## config.mk

```make
export PLATFORM = sky130hd
export DESIGN_NAME = power_rail_sequencer
export DESIGN_NICKNAME = d
export VERILOG_FILES = /design/src/rtl/power_rail_sequencer.sv
export SDC_FILE = /design/constraint.sdc
export NUM_CORES = 1
export LEC_CHECK = 0
export CORE_MARGIN = 2
export CORE_UTILIZATION = 40
export DETAILED_ROUTE_END_ITERATION = 8
export SLEW_MARGIN = 20
export SYNTH_ARGS = -nofsm -noshare
export SYNTH_HDL_FRONTEND = slang
export SYNTH_SLANG_ARGS = --single-unit
```

## constraint.sdc

```tcl
create_clock -name clk_sys -period 2.2 [get_ports clk_sys]
set_input_delay 0.55 -clock clk_sys [delete_from_list [all_inputs] [get_ports clk_sys]]
set_output_delay 0.55 -clock clk_sys [all_outputs]
set_load 0.01 [all_outputs]
```

## src/rtl/power_rail_sequencer.sv

```systemverilog
// Ordered up/down sequencing of board supply rails with latched PG fault supervision.
// Define PWR_SEQ_PG_FILTER_EN to require PG low across 2 ticks in ON before faulting.
module power_rail_sequencer #(
   parameter int NUM_RAILS     = 4,
   parameter int TICK_DIV      = 80000,
   parameter int STEP_MS       = 10,
   parameter int PG_TIMEOUT_MS = 50
) (
   input  logic                 clk_sys,
   input  logic                 RESET_N,
   input  logic                 powen_sys,
   input  logic [NUM_RAILS-1:0] rail_pg,
   input  logic                 fault_clr,
   output logic [NUM_RAILS-1:0] rail_en,
   output logic                 all_up,
   output logic                 fault,
   output logic [2:0]           fault_rail,
   output logic [2:0]           seq_state
);

   localparam int DLY_MAX = (STEP_MS > PG_TIMEOUT_MS) ? STEP_MS : PG_TIMEOUT_MS;
   localparam int DW      = $clog2(DLY_MAX + 1);
   localparam int TW      = (TICK_DIV > 1) ? $clog2(TICK_DIV) : 1;

   localparam logic [2:0]    LAST     = 3'(NUM_RAILS - 1);
   localparam logic [TW-1:0] DIV_LAST = TW'(TICK_DIV - 1);
   localparam logic [DW-1:0] STEP_C   = DW'(STEP_MS);
   localparam logic [DW-1:0] TO_C     = DW'(PG_TIMEOUT_MS);
   localparam logic [DW-1:0] DLY_C    = DW'(DLY_MAX);

   typedef enum logic [2:0] {
      IDLE     = 3'd0,
      RAMP_UP  = 3'd1,
      DWELL_UP = 3'd2,
      ON       = 3'd3,
      RAMP_DN  = 3'd4,
      FAULT    = 3'd5
   } state_t;

   state_t               state_q, state_d;
   logic [2:0]           idx_q, idx_d;
   logic [NUM_RAILS-1:0] rail_en_q, rail_en_d;
   logic [DW-1:0]        dly_q, dly_d;
   logic [TW-1:0]        div_q, div_d;
   logic [NUM_RAILS-1:0] pg_m_q, pg_m_d;
   logic [NUM_RAILS-1:0] pg_s_q, pg_s_d;
   logic [2:0]           fault_rail_q, fault_rail_d;
   logic                 all_up_q, all_up_d;
   logic                 fault_q, fault_d;
   logic [NUM_RAILS-1:0] flt_q, flt_d;

   logic                 tick;
   logic [NUM_RAILS-1:0] cur;
   logic [NUM_RAILS-1:0] pg_bad;
   logic [2:0]           low_bad;

   assign tick = (div_q == DIV_LAST);
   assign cur  = NUM_RAILS'(1) << idx_q;

   always_comb begin
      pg_m_d = rail_pg;
      pg_s_d = pg_m_q;
      div_d  = tick ? '0 : div_q + TW'(1);
   end

`ifdef PWR_SEQ_PG_FILTER_EN
   // Each rail remembers a low sample at one tick; a second low tick faults.
   always_comb begin
      flt_d = '0;
      if (state_q == ON) begin
         for (int i = 0; i < NUM_RAILS; i++) begin
            if (pg_s_q[i]) flt_d[i] = 1'b0;
            else if (tick) flt_d[i] = 1'b1;
            else flt_d[i] = flt_q[i];
         end
      end
      pg_bad = ~pg_s_q & flt_q & {NUM_RAILS{tick}};
   end
`else
   always_comb begin
      flt_d  = '0;
      pg_bad = ~pg_s_q;
   end
`endif

   always_comb begin
      low_bad = '0;
      for (int i = NUM_RAILS - 1; i >= 0; i--) begin
         if (pg_bad[i]) low_bad = 3'(i);
      end
   end

   always_comb begin
      state_d      = state_q;
      idx_d        = idx_q;
      rail_en_d    = rail_en_q;
      fault_rail_d = fault_rail_q;
      unique case (state_q)
         IDLE: begin
            if (powen_sys) begin
               state_d   = RAMP_UP;
               idx_d     = '0;
               rail_en_d = NUM_RAILS'(1);
            end
         end
         RAMP_UP: begin
            if (dly_q == TO_C) begin
               state_d      = FAULT;
               fault_rail_d = idx_q;
               rail_en_d    = '0;
            end else if (!powen_sys) begin
               state_d   = RAMP_DN;
               rail_en_d = rail_en_q & ~cur;
            end else if (|(pg_s_q & cur)) begin
               state_d = DWELL_UP;
            end
         end
         DWELL_UP: begin
            if (!powen_sys) begin
               state_d   = RAMP_DN;
               rail_en_d = rail_en_q & ~cur;
            end else if (dly_q == STEP_C) begin
               if (idx_q == LAST) begin
                  state_d = ON;
               end else begin
                  state_d   = RAMP_UP;
                  idx_d     = idx_q + 3'd1;
                  rail_en_d = rail_en_q | (cur << 1);
               end
            end
         end
         ON: begin
            if (|pg_bad) begin
               state_d      = FAULT;
               fault_rail_d = low_bad;
               rail_en_d    = '0;
            end else if (!powen_sys) begin
               state_d   = RAMP_DN;
               idx_d     = LAST;
               rail_en_d = rail_en_q & ~(NUM_RAILS'(1) << LAST);
            end
         end
         RAMP_DN: begin
            if (dly_q == STEP_C) begin
               if (idx_q == 3'd0) begin
                  state_d = IDLE;
               end else begin
                  idx_d     = idx_q - 3'd1;
                  rail_en_d = rail_en_q & ~(cur >> 1);
               end
            end
         end
         FAULT: begin
            rail_en_d = '0;
            if (fault_clr && !powen_sys) begin
               state_d      = IDLE;
               idx_d        = '0;
               fault_rail_d = '0;
            end
         end
         default: begin
            state_d   = IDLE;
            idx_d     = '0;
            rail_en_d = '0;
         end
      endcase
   end

   // Dwell/timeout counter restarts on any step; saturates in idle-like states.
   always_comb begin
      if (state_d != state_q || idx_d != idx_q) dly_d = '0;
      else if (tick && dly_q != DLY_C) dly_d = dly_q + DW'(1);
      else dly_d = dly_q;
      all_up_d = (state_d == ON);
      fault_d  = (state_d == FAULT);
   end

   always_ff @(posedge clk_sys) begin
      if (!RESET_N) begin
         state_q      <= IDLE;
         idx_q        <= '0;
         rail_en_q    <= '0;
         dly_q        <= '0;
         div_q        <= '0;
         pg_m_q       <= '0;
         pg_s_q       <= '0;
         fault_rail_q <= '0;
         all_up_q     <= 1'b0;
         fault_q      <= 1'b0;
         flt_q        <= '0;
      end else begin
         state_q      <= state_d;
         idx_q        <= idx_d;
         rail_en_q    <= rail_en_d;
         dly_q        <= dly_d;
         div_q        <= div_d;
         pg_m_q       <= pg_m_d;
         pg_s_q       <= pg_s_d;
         fault_rail_q <= fault_rail_d;
         all_up_q     <= all_up_d;
         fault_q      <= fault_d;
         flt_q        <= flt_d;
      end
   end

   assign rail_en    = rail_en_q;
   assign all_up     = all_up_q;
   assign fault      = fault_q;
   assign fault_rail = fault_rail_q;
   assign seq_state  = state_q;

endmodule

```

==> results.txt <==
register bit total from synthesis = 46
share of cells above drive strength 1 = 19.3%
# setup viols final = 0
detailed placer's ending HPWL = 4.68 mm
worst slew pin tran = 0.454 ns
library cells used by synthesis = 57
Avg Inst Size Synth = 8.29 µm²
Post-CTS Hold Buffers = 0
Slew headroom = 69.3%
initial core utilization = 40.8%
Synth Net Count = 325
Post-synth ARST share = 0%
fin cells = 440
CP endpoint kind = register
number of synthesized flops with an enable pin = 0
# DRC = 0
first-pass GRT wire length = 10.9 mm
initial antenna violation count = 0
root buffer cell = clkbuf_8
count of antenna-violating nets left after detailed routing = 0
Max Slew Vio Count = 0
Crit Path Category = in -> reg
Synth Cell Area = 0.00256 mm²
Pwr Total = 0.00172 W
CP required = 2.40 ns
placed standard-cell area = 0.00311 mm²
largest fanout on the critical path = 7
total leakage power = 1.24 nW
Initial DRT Pass Iterations = 4
CTS tree = done
Peak VDD IR = 381 µV
Mapped Cells = 309
Post-synth top cells = dfxtp_1 (46), nor2_1 (33), nand2_1 (28)
WL per Instance = 15.0 µm
# IOs = 20
Yosys warning total = 0
H-tree Lvls = 2
final hold vios = 0
Bufs on Longest Clock Path = 2
final wirelength = 6.59 mm
Num CTS Buffers = 5
top post-synthesis cells by area = dfxtp_1 (36%), nor2_1 (4.8%), nand2_1 (4.1%)
vias = 2435
# diodes = 0
Setup crit start kind = input pin
clk slew on worst S/H paths = 0.09 ns
vias in the first global route = 2286
largest net degree at the start of global routing = 25
pre-CTS WS = -0.280 ns
Synth top area share = 36.0%
Worst-Skew Late Latency = 0.30 ns
PortBufs = 19
count leader, synth = dfxtp_1
drt via density = 5.53
Power per Cell Area = 519 mW/mm²
Final GP Congestion = 0.939
Seq/Total Area, Yosys = 36.0%
area added between synthesis and finish = 29.8%
reg-to-reg slack, setup = 0.15 ns
setup TNS = 0 ns
nets = 379
main flop type after synthesis = dfxtp_1
worst min path class = reg -> reg
setup ws final = 0.111 ns
DRT iter0 DRCs = 159
Final Cell Area = 0.00332 mm²
Worst EP arrival = 2.29 ns
GRT overflow = 0
minimum clock period = 2.09 ns
core footprint = 0.00628 mm²
Final Skew = 0.00974 ns
placed insts = 432
final period utilization = 95.0%
clock sinks = 46
die width = 84.0 µm
Die Ht = 84.0 µm
number of max-cap violations = 0
status = complete, no violations
post-synth top area cell = dfxtp_1
Global Route Usage Sum = 18.9%
Fmax achieved = 0.479 GHz
num rows = 29
full die area = 0.00706 mm²
[cell usage in the layout (no fill, tap or decap), types with 6 or more instances in the layout]
cell type | synthesis | routed
and2_1 | 10 | 10
nor3_1 | 8 | 8
o21ai_0 | 9 | 7
buf_4 | 0 | 41
clkbuf_8 | 0 | 6
a21oi_1 | 15 | 15
nand3_1 | 13 | 13
nand2_1 | 28 | 27
nand2b_1 | 9 | 9
clkdlybuf4s50_1 | 0 | 19
and3_1 | 8 | 8
ha_1 | 8 | 8
dfxtp_1 | 46 | 43
xor2_1 | 11 | 11
nand4_1 | 7 | 7
nor2_1 | 33 | 33
xnor2_1 | 10 | 10
inv_1 | 7 | 7
nor2b_1 | 12 | 12
[worst paths after layout]
| kind | start | end | cells past startpoint |
|---|---|---|---|
| hold reg to reg | pg_m_q[2] | pg_s_q[2] | 1 |
| hold / removal | pg_m_q[2] | pg_s_q[2] | 1 |
| setup / recovery | powen_sys | rail_en[3] | 8 |
| setup reg to reg | idx_q[0] | dly_q[0] | 10 |
[per-stage QoR]
stage	hold slack, ns	util [%]
3_3_place_gp	0.415	49.5
2_1_floorplan	0.412	-
3_5_place_dp	0.420	49.5
6_report	0.437	53.0
5_1_grt	0.452	53.0
4_1_cts	0.441	51.4
[flip-flops by register name (all words and copies together), names as in the netlist]
name	flops
dly_q	6
all_up	1
seq_state	3
fault	1
pg_s_q	4
rail_en	4
idx_q	3
div_q	17
fault_rail	3
pg_m_q	4
[area by class of cell]
| class | count | area (µm²) |
|---|---|---|
| Clock buffer | 6 | 82.6 |
| Clock inverter | 1 | 30.0 |
| Fill cell | 599 | 2950 |
| Inverter | 7 | 26.3 |
| Multi-Input combinational cell | 242 | 1650 |
| Sequential cell | 46 | 925 |
| Tap cell | 77 | 96.3 |
| Timing Repair Buffer | 61 | 518 |
[worst max-delay path, cell delays in order]
cell and delay [ns]:
clkdlybuf4s50_1 0.48, buf_4 0.14, nor2b_1 0.32, o311ai_0 0.19
o21ai_0 0.15, o2bb2ai_1 0.19, mux2i_1 0.21, nor2b_1 0.07
[where the power goes]
| group | total (W) | switching [W] | internal, W | leakage [nW] |
|---|---|---|---|---|
| logic | 0.000203 | 0.000102 | 0.000101 | 0.804 |
| clock network | 0.000653 | 0.000289 | 0.000364 | 0.0573 |
| registers | 0.000868 | 0.0000186 | 0.000850 | 0.375 |
| total | 0.00172 | 0.000410 | 0.00131 | 1.24 |
[metal layers]
metal	vias up	global-route usage (%)	wire length, µm
met2	72	29.5	2940
met5	-	0	0
met4	0	4.99	95
met3	12	4.25	370
li1	1202	-	-
met1	1149	26.3	3180
[repair_timing]
| action | 4_1_cts | 5_1_grt |
|---|---|---|
| resized for setup | 0 | 20 |
| setup endpoints to repair | 1 | 15 |
| setup buffers | 1 | 0 |
| pin swaps | 0 | 2 |
[cell families (layout without fill, tap and decap cells)]
family / Yosys count / in the layout / synth area share, %
multiplexers: 2 / 2 / 0.782
adder cells (fa/ha/maj): 8 / 8 / 3.91
buffers and inverters: 21 / 75 / 3.32
XOR/XNOR: 21 / 21 / 7.18
flip-flops: 46 / 46 / 36.0
AND/OR/NAND/NOR: 149 / 149 / 32.1
AO/OA/AOI/OAI: 62 / 62 / 16.8
(Power assumes the default switching activity.)
==> RTL change 1: new RTL, same settings <==
Reset style: asynchronous (`RESET_N`), changed in one clocked block.
--- a/src/rtl/power_rail_sequencer.sv
+++ b/src/rtl/power_rail_sequencer.sv
@@ -177,3 +177,3 @@
 
-   always_ff @(posedge clk_sys) begin
+   always_ff @(posedge clk_sys or negedge RESET_N) begin
       if (!RESET_N) begin
Function: differs if RESET_N is asserted again (counterexample within 4 cycles, from zero or initial values and one cycle with RESET_N low); with RESET_N held inactive, the same outputs for 10 cycles.
==> RTL change 1 against the unedited design <==
Area after synthesis up 8.3%. Count of clock-buffer cells in the layout fell by 1. Cell area rose by 2.9%. Setup slack worse by 0.042 ns. Global-route usage decreased by 0.25 points. Sequential cell count is the same. Wire length rose by 4.1%. Synthesized cell count shrank 3.2%. Critical path type is now reg -> out.
Power is not compared: it rests on default switching activity, and its combinational part moved more than twofold at a synthesized area within 25%.
==> RTL change 1: results (changes against the unedited design) <==
* Share of layout cells above drive strength 1 at 0.218 (was 0.193)
* First-pass GRT wire length at 11.2 mm (was 10.9 mm)
* Fillcell total at 667 (was 599)
* Vias at 2425 (was 2435)
* Worst reg2reg path depth at 7 (was 10)
* Adder-cell share of the synthesized area at 0.0361 (was 0.0391)
* R2R Path End: rail_en[3] (was dly_q[0])
* Synth cell types at 62 (was 57)
* R2R Path Start: dly_q[1] (was idx_q[0])
* DP Area at 0.00328 mm² (was 0.00311 mm²)
* Iteration count of the initial detailed-routing pass at 4 (unchanged)
* Synth top cells by count: dfrtp_1 (46), a21oi_1 (26), nand2_1 (26) (was dfxtp_1 (46), nor2_1 (33), nand2_1 (28))
* Fmax at 469 MHz (was 479 MHz)
* Register-to-register setup slack at 0.09 ns (was 0.15 ns)
* Worst EP arrival at 1.58 ns (was 2.29 ns)
* DP Wirelength at 5.14 mm (was 4.68 mm)
* Post-route insts no fill at 433 (was 440)
* Mux cell area share after synthesis at 0.0275 (was 0.00782)
* Clk_skew at 0.00797 ns (was 0.00974 ns)
* Placer Congestion at 0.934 (was 0.939)
* Buffers added on ports at 19 (unchanged)
* Worst-Skew Late Latency at 0.30 ns (about the same)
* Vias in the first global route at 2312 (was 2286)
* Clock buffer depth at 2 (unchanged)
* Register area share after synthesis at 0.415 (was 0.360)
* Max VDD drop at 0.000592 V
* Min-delay worst type: in -> async (was reg -> reg)
* Worst hold slack at 0.323 ns (was 0.437 ns)
* CP Launch Point: seq_state[1] (was powen_sys)
* Gr usage total at 0.187 (was 0.189)
* Largest net degree at the start of global routing at 47 (was 25)
* Largest delay share family, worst path: buffers and inverters (unchanged)
* Clock slew at reported path FFs at 0.10 ns
* Top cells by area, synth: dfrtp_1 (41%), a21oi_1 (4.7%), ha_1 (3.6%) (was dfxtp_1 (36%), nor2_1 (4.8%), nand2_1 (4.1%))
* Xor/xnor share of the synthesized area at 0.0568 (was 0.0718)
* Iter 0 DRT Violations at 127 (was 159)
* Dpl ws at -0.263 ns (was -0.280 ns)
* Critical Path Max Stage Delay at 0.54 ns (was 0.48 ns)
* Critical Path End: seq_state[1] (was rail_en[3])
* Synth Area in Compound Gates at 0.185 (was 0.168)
* Synth Instances at 299 (was 309)
* Max FO, Critical Path at 10 (was 7)
* Ys async rst share at 1.00 (was 0)
* Status: completed (unchanged)
* Slew headroom at 0.622 (was 0.693)
* Average wire per standard cell at 15.8 µm (was 15.0 µm)
* Setup bufs post-CTS at 0 (was 1)
* Top_reg_cell synth: dfrtp_1 (was dfxtp_1)
* Post-Syn Nets at 315 (was 325)
* Final nets at 368 (was 379)
[RTL change 1: final cells by class]
type,count,area [µm²],share of cell area
clock inverter,3,25.0,0.00731
timing repair buffer,59,488,0.143
sequential,46,1150,0.337
multi-input combinational,230,1550,0.453
inverter,10,37.5,0.0110
tap,80,100,0.0293
clock buffer,5,68.8,0.0201
[RTL change 1: per-layer routing]
metal | global-route usage | routed length (µm)
met1 | 0.284 | 3460
met2 | 0.269 | 3010
met3 | 0.0360 | 289
met4 | 0.0531 | 95
met5 | 0 | 0
[RTL change 1: power groups by stage]
stage | Combinational [µW] | Sequential [µW] | Clock (µW)
floorplan | 685 | 970 | 0
global placement | 1110 | 980 | 0
detailed placement | 1110 | 980 | 0
CTS | 1110 | 965 | 553
global route | 1250 | 980 | 594
finish | 1160 | 969 | 537
[RTL change 1: what timing repair did]
item,4_1_cts,5_1_grt
hold buffers,0,0
pin swaps,0,0
resized for setup,1,12
setup endpoints to repair,1,11
==> RTL change 2: new RTL, same settings <==
Without the edit above. The parameter `PG_TIMEOUT_MS` goes from 50 to 100.
--- a/src/rtl/power_rail_sequencer.sv
+++ b/src/rtl/power_rail_sequencer.sv
@@ -6,3 +6,3 @@
    parameter int STEP_MS       = 10,
-   parameter int PG_TIMEOUT_MS = 50
+   parameter int PG_TIMEOUT_MS = 100
 ) (
Behaviour: no difference found for any inputs over 10 cycles, from zero or initial values and one cycle with RESET_N low; that may be too few to reach the edited logic, so the function may still have changed.
==> RTL change 2 against the unedited design <==
Clock power is 5.2% higher. Sequential cell count rose by 1. Wire length grew 5.7%. Global-route usage up 0.98 points. Die area is 4.0% higher. Cell area grew 5.5%. Setup slack got worse by 0.025 ns. Via count increased by 2.7%. Area after synthesis rose by 4.3%. Total power grew 4.1%.
==> RTL change 2: results (changes against the unedited design) <==
* Status: completed (unchanged)
* Vias in the first global route at 2431 (was 2286)
* Fillcell total at 611 (was 599)
* Slew @ Worst Pin at 0.500 ns (was 0.454 ns)
* Clk_skew at 0.0112 ns (was 0.00974 ns)
* CP Launch Point: powen_sys (unchanged)
* Slowest CP cell: clkdlybuf4s50_1 (unchanged)
* Synth top cells by count: dfxtp_1 (47), nor2_1 (34), nand2_1 (19) (was dfxtp_1 (46), nor2_1 (33), nand2_1 (28))
* Top cells by area, synth: dfxtp_1 (35%), nor2_1 (4.8%), ha_1 (4.2%) (was dfxtp_1 (36%), nor2_1 (4.8%), nand2_1 (4.1%))
* Top Registers: div_q: 17 flops, dly_q: 7 flops (was div_q: 17 flops, dly_q: 6 flops)
* Register area share after synthesis at 0.352 (was 0.360)
* Max FO, Critical Path at 11 (was 7)
* Gr usage total at 0.199 (was 0.189)
* Post-route insts no fill at 460 (was 440)
* Worst EP arrival at 2.36 ns (was 2.29 ns)
* Grt met3 use at 0.0337 (was 0.0425)
* Antenna violations before repair at 0 (unchanged)
* Post-Syn Nets at 332 (was 325)
* Setup bufs post-CTS at 0 (was 1)
* Worst-Skew Late Latency at 0.31 ns
* Dpl ws at -0.267 ns (was -0.280 ns)
* Final nets at 399 (was 379)
* Largest net degree at the start of global routing at 23 (was 25)
* Average wire per standard cell at 15.1 µm (was 15.0 µm)
* First-pass GRT wire length at 11.7 mm (was 10.9 mm)
* Max VDD drop at 0.000330 V (was 0.000381 V)
* Share of layout cells above drive strength 1 at 0.227 (was 0.193)
* Met2 Use GR at 0.315 (was 0.295)
* Int Pwr at 1360 µW (was 1310 µW)
* Buffers added on ports at 19 (unchanged)
* Worst hold path startpoint: pg_m_q[2] (unchanged)
* Antenna diodes at 0 (unchanged)
* Flop pwr share at 0.492 (was 0.504)
* Placer Congestion at 0.909 (was 0.939)
* Critical Path Max Stage Delay at 0.40 ns (was 0.48 ns)
* Vias at 2500 (was 2435)
* P_leak at 0.00138 µW (was 0.00124 µW)
* Iteration count of the initial detailed-routing pass at 4 (unchanged)
* Iter 0 DRT Violations at 123 (was 159)
* R2R Path Start: idx_q[0] (unchanged)
* Clock slew at reported path FFs at 0.09 ns (about the same)
* Clock buffer depth at 2 (unchanged)
* YS warnings at 0 (unchanged)
* Synthesized area per cell at 8.48 µm² (was 8.29 µm²)
* Placed cell count at 452 (was 432)
* GR Util met1 at 0.274 (was 0.263)
* Synth cell types at 67 (was 57)
* DP Area at 0.00333 mm² (was 0.00311 mm²)
* Logic pwr share at 0.125 (was 0.118)
* DP Wirelength at 5.06 mm (was 4.68 mm)
==> RTL change 2: worst max-delay path, delay by kind of cell <==
kind                   cells  cell delay, ns
buffers and inverters      2            0.57
AOI/OAI and AO/OA          3            0.70
and+or+nand+nor            3            0.54
==> RTL change 2: metal layers <==
metal	wire length [µm]	vias to the layer above	part of all wire
met5	0	-	0
met4	148	0	0.021
met2	3200	64	0.46
met3	364	11	0.052
li1	-	1281	-
met1	3240	1144	0.47
==> RTL change 2: what timing repair did <==
action | CTS | global route
pin swaps | 0 | 6
endpoints found under the setup margin | 8 | 12
resized for setup | 2 | 13
==> RTL change 2: power groups by stage <==
| stage | registers [µW] | logic [µW] | clock network, µW |
|---|---|---|---|
| after detailed placement | 903 | 213 | 0 |
| after global routing | 887 | 246 | 738 |
| final | 883 | 224 | 687 |
| after CTS | 883 | 216 | 700 |
| after floorplan | 900 | 121 | 0 |
| after global placement | 903 | 213 | 0 |
==> RTL change 2: cell type report <==
type                       instances  area [µm²]  area share
multi-input combinational        242        1670       0.477
sequential                        47         943       0.269
timing repair buffer              74         628       0.179
tap                               77        96.3      0.0275
clock buffer                       6        82.6      0.0235
inverter                          12        45.0      0.0128
clock inverter                     2        38.8      0.0111
==> RTL change 2: path summary, 6_finish.rpt <==
check | endpoint | slack, ns | depth (start not counted)
max | dly_q[6] | 0.09 | 8
min | pg_s_q[2] | 0.44 | 1
max reg2reg | dly_q[6] | 0.11 | 9
min reg2reg | pg_s_q[2] | 0.44 | 1
==> RTL change 2: cell families after synthesis <==
family          after synthesis  share of synthesized area
simple gates                139                      0.297
xor+xnor                     19                     0.0623
flops                        47                      0.352
buf+inv                      26                     0.0417
compound gates               74                      0.201
fa+ha+maj                     9                     0.0422
mux                           1                    0.00375
